--- src/rtl/mem_stage_sram_pkg.sv ---
// Shared types and defaults for the MEM stage with 16-bit SRAM interface.
package mem_stage_sram_pkg;

  localparam int unsigned AccessCyclesDefault = 2;
  localparam int unsigned BaseAddrDefault     = 1024;

  typedef enum logic [2:0] {
    StIdle = 3'd0,
    StWrLo = 3'd1,
    StWrHi = 3'd2,
    StRdLo = 3'd3,
    StRdHi = 3'd4,
    StDone = 3'd5
  } state_e;

endpackage

--- src/rtl/sram_wait_counter.sv ---
// 4-bit wait-state counter with synchronous clear; saturates at the terminal count.
module sram_wait_counter #(
  parameter logic [3:0] TermCount = 4'd1
) (
  input  logic i_clk,
  input  logic i_rst,
  input  logic i_clr,
  output logic o_tc
);

  logic [3:0] r_cnt;

  // Count up from zero after each clear, holding at the terminal value
  always_ff @(posedge i_clk) begin
    if (i_rst || i_clr) begin
      r_cnt <= 4'd0;
    end else if (r_cnt != TermCount) begin
      r_cnt <= r_cnt + 4'd1;
    end
  end

  assign o_tc = (r_cnt == TermCount);

endmodule

--- src/rtl/mem_stage_sram.sv ---
// MEM pipeline stage: splits 32-bit loads/stores into two 16-bit SRAM accesses
// and stalls the upstream pipeline until the access sequence is done.
module mem_stage_sram
  import mem_stage_sram_pkg::*;
#(
  parameter int unsigned ACCESS_CYCLES = AccessCyclesDefault,
  parameter int unsigned BASE_ADDR     = BaseAddrDefault
) (
  input  logic        clk,
  input  logic        rst,
  input  logic        wbEnIn,
  input  logic        memREnIn,
  input  logic        memWEnIn,
  input  logic [31:0] aluRes,
  input  logic [31:0] valRm,
  input  logic [3:0]  dest,
  output logic        wbEnOut,
  output logic        memREnOut,
  output logic [31:0] aluResOut,
  output logic [3:0]  destOut,
  output logic [31:0] memData,
  output logic        ready,
  output logic [17:0] sramAddr,
  output logic [15:0] sramDqOut,
  input  logic [15:0] sramDqIn,
  output logic        sramDqOe,
  output logic        sramWeN
);

  localparam logic [3:0] TermCount = 4'(ACCESS_CYCLES - 1);

  state_e      r_state;
  state_e      w_state_next;
  logic        w_cnt_clr;
  logic        w_tc;
  logic [17:0] w_addr_lo;
  logic [17:0] w_addr_hi;
  logic [31:0] r_mem_data;

  // Halfword address; out-of-window addresses simply wrap
  assign w_addr_lo = 18'((aluRes - BASE_ADDR) >> 1);
  assign w_addr_hi = w_addr_lo + 18'd1;

  // Counter restarts whenever the FSM changes state
  assign w_cnt_clr = (w_state_next != r_state);

  sram_wait_counter #(
    .TermCount(TermCount)
  ) u_wait_counter (
    .i_clk(clk),
    .i_rst(rst),
    .i_clr(w_cnt_clr),
    .o_tc (w_tc)
  );

  // State register
  always_ff @(posedge clk) begin
    if (rst) begin
      r_state <= StIdle;
    end else begin
      r_state <= w_state_next;
    end
  end

  // Next-state logic; a write wins when both enables are set
  always_comb begin
    w_state_next = r_state;
    unique case (r_state)
      StIdle: begin
        if (memWEnIn) begin
          w_state_next = StWrLo;
        end else if (memREnIn) begin
          w_state_next = StRdLo;
        end
      end
      StWrLo: if (w_tc) w_state_next = StWrHi;
      StWrHi: if (w_tc) w_state_next = StDone;
      StRdLo: if (w_tc) w_state_next = StRdHi;
      StRdHi: if (w_tc) w_state_next = StDone;
      StDone: w_state_next = StIdle;
      default: w_state_next = StIdle;
    endcase
  end

  // SRAM pin drive; forced idle while rst is high so no write leaks out mid-reset
  always_comb begin
    sramAddr  = 18'd0;
    sramDqOut = 16'd0;
    sramWeN   = 1'b1;
    sramDqOe  = 1'b0;
    if (!rst) begin
      unique case (r_state)
        StWrLo: begin
          sramAddr  = w_addr_lo;
          sramDqOut = valRm[15:0];
          sramWeN   = 1'b0;
          sramDqOe  = 1'b1;
        end
        StWrHi: begin
          sramAddr  = w_addr_hi;
          sramDqOut = valRm[31:16];
          sramWeN   = 1'b0;
          sramDqOe  = 1'b1;
        end
        StRdLo: sramAddr = w_addr_lo;
        StRdHi: sramAddr = w_addr_hi;
        default: ;
      endcase
    end
  end

  // Load data capture on the final wait cycle of each read half
  always_ff @(posedge clk) begin
    if (rst) begin
      r_mem_data <= 32'd0;
    end else if (r_state == StRdLo && w_tc) begin
      r_mem_data[15:0] <= sramDqIn;
    end else if (r_state == StRdHi && w_tc) begin
      r_mem_data[31:16] <= sramDqIn;
    end
  end

  assign memData   = r_mem_data;
  assign ready     = ~(memREnIn | memWEnIn) | (r_state == StDone);
  // Frozen cycles hand a bubble to MEM/WB
  assign wbEnOut   = wbEnIn & ready;
  assign memREnOut = memREnIn & ready;
  assign aluResOut = aluRes;
  assign destOut   = dest;

endmodule

--- config.mk ---
export PLATFORM = sky130hd
export DESIGN_NAME = mem_stage_sram
export DESIGN_NICKNAME = d
export VERILOG_FILES = /design/src/rtl/mem_stage_sram_pkg.sv /design/src/rtl/sram_wait_counter.sv /design/src/rtl/mem_stage_sram.sv
export SDC_FILE = /design/constraint.sdc
export NUM_CORES = 1
export LEC_CHECK = 0
export BUFFER_PORTS_ARGS = -buffer_cell sky130_fd_sc_hd__buf_2
export CAP_MARGIN = 25
export CORE_ASPECT_RATIO = 0.75
export CORE_UTILIZATION = 42
export DETAILED_ROUTE_END_ITERATION = 6
export GPL_TIMING_DRIVEN = 1
export PLACE_DENSITY = 0.82
export SYNTH_ARGS = -nofsm -noshare
export SYNTH_HDL_FRONTEND = slang
export SYNTH_SLANG_ARGS = --single-unit
export TNS_END_PERCENT = 30
--- constraint.sdc ---
create_clock -name clk -period 3.4 [get_ports clk]
set_input_delay 0.51 -clock clk [delete_from_list [all_inputs] [get_ports clk]]
set_output_delay 0.51 -clock clk [all_outputs]
set_load 0.005 [all_outputs]
==> run summary <==
The DRC violation count after routing is 0, and the number of enable flip-flop cells after synthesis is 0. Along the worst path, the maximum fanout reaches 9. The flow ran to the end, and the final reports show no timing, DRC or antenna violations.

Number of antenna violations at the first check in global routing: 0. The tools report the critical path endpoint category as an output port. The synthesis warning total was 0.

The antenna diode instance count was 0. In this design, the critical path's most frequently occurring cell is buf_2. For the largest clock skew in the final design, the log shows 0.004214 ns.

The cell with the biggest individual delay on the critical path is or3b_1. The top cell type's share of synthesized area came out at 0.2801. The clock transition time at the flip-flop clock pins of the worst setup and hold paths works out to 0.07 ns.

Category of the critical setup timing path: primary input to output port. In this design, the stage delay of the slowest critical-path cell is 0.47 ns. For this design the static power due to leakage is 1.617 nW.

The post-synthesis adder-cell area fraction is 0.02244. Total of buffers placed on input and output ports: 159. The worst setup path is launched from a primary input. The average wire length per cell after detail routing was 14.07 um. The filler cell count is 613. The critical path goes through buf_2 -> inv_1 -> ha_1 -> or3b_1 -> or4_1 -> o21ai_1 -> nand4_1 -> a32o_2 -> buf_2. Setup violations remaining at the end of the flow were counted as 0.

The number of slew-limit violations in the final report was 0; the fraction of synthesized area in multiplexers was 0.004039. The floorplan has 25 rows. Setup repair after global routing left no endpoint under its margin. Summed over all failing endpoints, the final setup total negative slack is 0 ns. The tools report the total routing usage reported by global routing as 0.2238. The slew of the pin with the lowest slew margin works out to 0.8102 ns. For this design the ratio of total power to cell area is 397.5 nW/um^2. Utilization after layout: 0.5419. The run gives 0.4598 as the normalized max-slew margin.

The total area inside the core boundary comes to 6350 um^2. The tree built by TritonCTS fans out to 39 sinks. The logs give 0 for the number of buffers added for setup after CTS and 2.89 ns for the required time at the endpoint of the critical path. The xor and xnor area share after synthesis was 0.03142; the pin count of the biggest net entering global routing was 38. The final wirelength is 8.258 mm, and the iteration count of the initial detailed-routing pass is 4. In this run the horizontal extent of the chip is 96.08 um. Number of hold violations in the final report: 0.

The clock period minus worst slack is 3.130 ns, and the count of different cell masters after synthesis is 50. The synthesis-to-finish area growth was 23.43%. Buffers inserted during clock tree synthesis total 5.

The count of nets left with antenna violations once routing finished came out at 0. For the total chip power, the log shows 1.368 mW. Path category of the worst min-delay check: flip-flop to flip-flop. TritonCTS built the clock tree. The tools report the via count of the first global-routing pass as 2,688. The largest voltage drop on the vdd net is 0.0001756 V, and the count of cells resized by post-cts repair is 0. The first routing iteration left 181 violations.

Die span in y: 72.56 um. The area share of and/or/nand/nor cells after synthesis is 0.2917, and the initial core utilization is 0.4390. In this run, post-CTS hold repair placed 0 buffers.

The via density per instance was 5.424. The part of the Yosys area used for sequential elements came out at 0.2801. Across the run, the number of max-cap violations was 0. The largest family of logic cells by synthesized area is simple AND/OR/NAND/NOR gates. The highest clock rate was 319.5 MHz; the HPWL after detailed placement was 6.256 mm. The H-tree was split into 2 levels.

Counting along the longest clock path gives a buffer depth of 2. Counting every instance in the synthesized netlist gives 396. The first global-routing pass estimated 12.29 mm of wire. The most used flip-flop cell after synthesis was dfxtp_1. The detailed-route via count was 3,184; the final estimated routing congestion in global placement was 0.8471. The share of cells above drive strength 1 is 0.3518, and the post-synthesis register bit count is 39. Compound-cell area share of the yosys netlist: 0.2280.

Post-route clock period utilization: 0.9205. By area the synthesized netlist is led by dfxtp_1, nand2_1, buf_4. Of all cell types, the one taking the most synthesized area is dfxtp_1.

The I/O pin count was 196. The clock latency of the later-clocked register in the worst-skew pair came out at 0.29 ns. The cell chosen for the clock root was clkbuf_8. Data arrives at the worst endpoint at 2.62 ns. The logs give 599 for the post-layout net count and 0 for the residual overflow from global routing.

Counting every net in the synthesized netlist gives 490. Summing every instance area after synthesis gives 2788 um^2. The fraction of registers with async set/reset works out to 0. Dividing the synthesized area by the synthesized cell count gives 7.040 um^2.

The die covers 6971 um^2.
[per-stage QoR]
stage                     std cells  area (um^2)  hold slack [ns]  worst slack (ns)
after global placement          579         3341           0.4385            0.3732
after detailed placement        579         3341           0.4430            0.2997
final                           587         3441           0.4526            0.2705
after global routing            587         3441           0.4610            0.1445
after CTS                       587         3441           0.4526            0.2964
after floorplan                 396         2788           0.4527            0.5863
[path summary, 6_finish.rpt]
check	cells past startpoint	start	end	slack [ns]
hold / removal	2	memData[26]$_SDFFE_PP0P_	memData[26]$_SDFFE_PP0P_	0.45
setup reg to reg	5	u_wait_counter.r_cnt[0]$_SDFFE_PP0N_	memData[20]$_SDFFE_PP0P_	1.32
hold reg to reg	2	memData[26]$_SDFFE_PP0P_	memData[26]$_SDFFE_PP0P_	0.45
setup / recovery	9	aluRes[10]	sramAddr[17]	0.27
[placed cells by master (no fill, tap or decap), drive strengths merged, types with 7 or more instances in the layout]
cell	instances
nor2	43
clkbuf	8
a21oi	47
buf	163
nand2b	7
dfxtp	39
nand2	75
o21ai	13
nand3	10
a22oi	19
[layout make-up]
cell class                      count  area, um^2  area share
Sequential cell                    39       780.7      0.2269
Tap cell                           81       101.3     0.02945
Clock buffer                        8       100.1     0.02909
Timing Repair Buffer              163       825.8      0.2400
Inverter                            6       22.52    0.006545
Multi-Input combinational cell    290        1610      0.4680
[logic make-up after synthesis]
group                    after synthesis
flip-flops                            39
AO/OA/AOI/OAI                        101
AND/OR/NAND/NOR                      173
buffers and inverters                 67
XOR/XNOR                              10
adder cells (fa/ha/maj)                5
multiplexers                           1
[worst max-delay path, delay by kind of cell]
kind / cells / cell delay, ns
buf+inv: 3 / 0.38
simple gates: 3 / 1.04
fa+ha+maj: 1 / 0.18
compound gates: 2 / 0.50
[state kept, by name (all words and copies together) (netlist names)]
signal                cells
u_wait_counter.r_cnt      4
r_state                   3
memData                  32
[Yosys cell counts (2+ instances only)]
master / count
clkbuf_1: 22
xor2_1: 6
dfxtp_1: 39
or2_2: 2
nor2_1: 43
o31ai_1: 2
a31o_1: 2
or3_1: 2
a32o_1: 4
buf_4: 36
nand4_1: 4
nand2_1: 75
ha_1: 5
inv_1: 6
and2_1: 2
o21ai_0: 12
nor3_1: 5
nand3_1: 10
nand2b_1: 7
nor2b_1: 4
or3b_1: 2
a21oi_1: 47
a22oi_1: 19
a21o_1: 5
nand4b_1: 2
nor4_1: 4
and3_1: 2
buf_2: 2
xnor2_1: 4
[where the power goes]
part,total [mW],leakage [nW],internal (mW),switching [mW]
sequential,0.512,0.315,0.479,0.0333
clock,0.342,0.0515,0.185,0.157
combinational,0.513,1.25,0.224,0.289
total,1.37,1.62,0.888,0.479
[layer usage]
| metal | up-vias | GRT usage | wire (um) |
|---|---|---|---|
| li1 | 1551 | - | - |
| met1 | 1489 | 0.2812 | 3441 |
| met2 | 122 | 0.3806 | 4165 |
| met3 | 22 | 0.03669 | 478 |
| met4 | 0 | 0.08955 | 171 |
| met5 | - | 0 | 0 |
(Power assumes the default switching activity.)
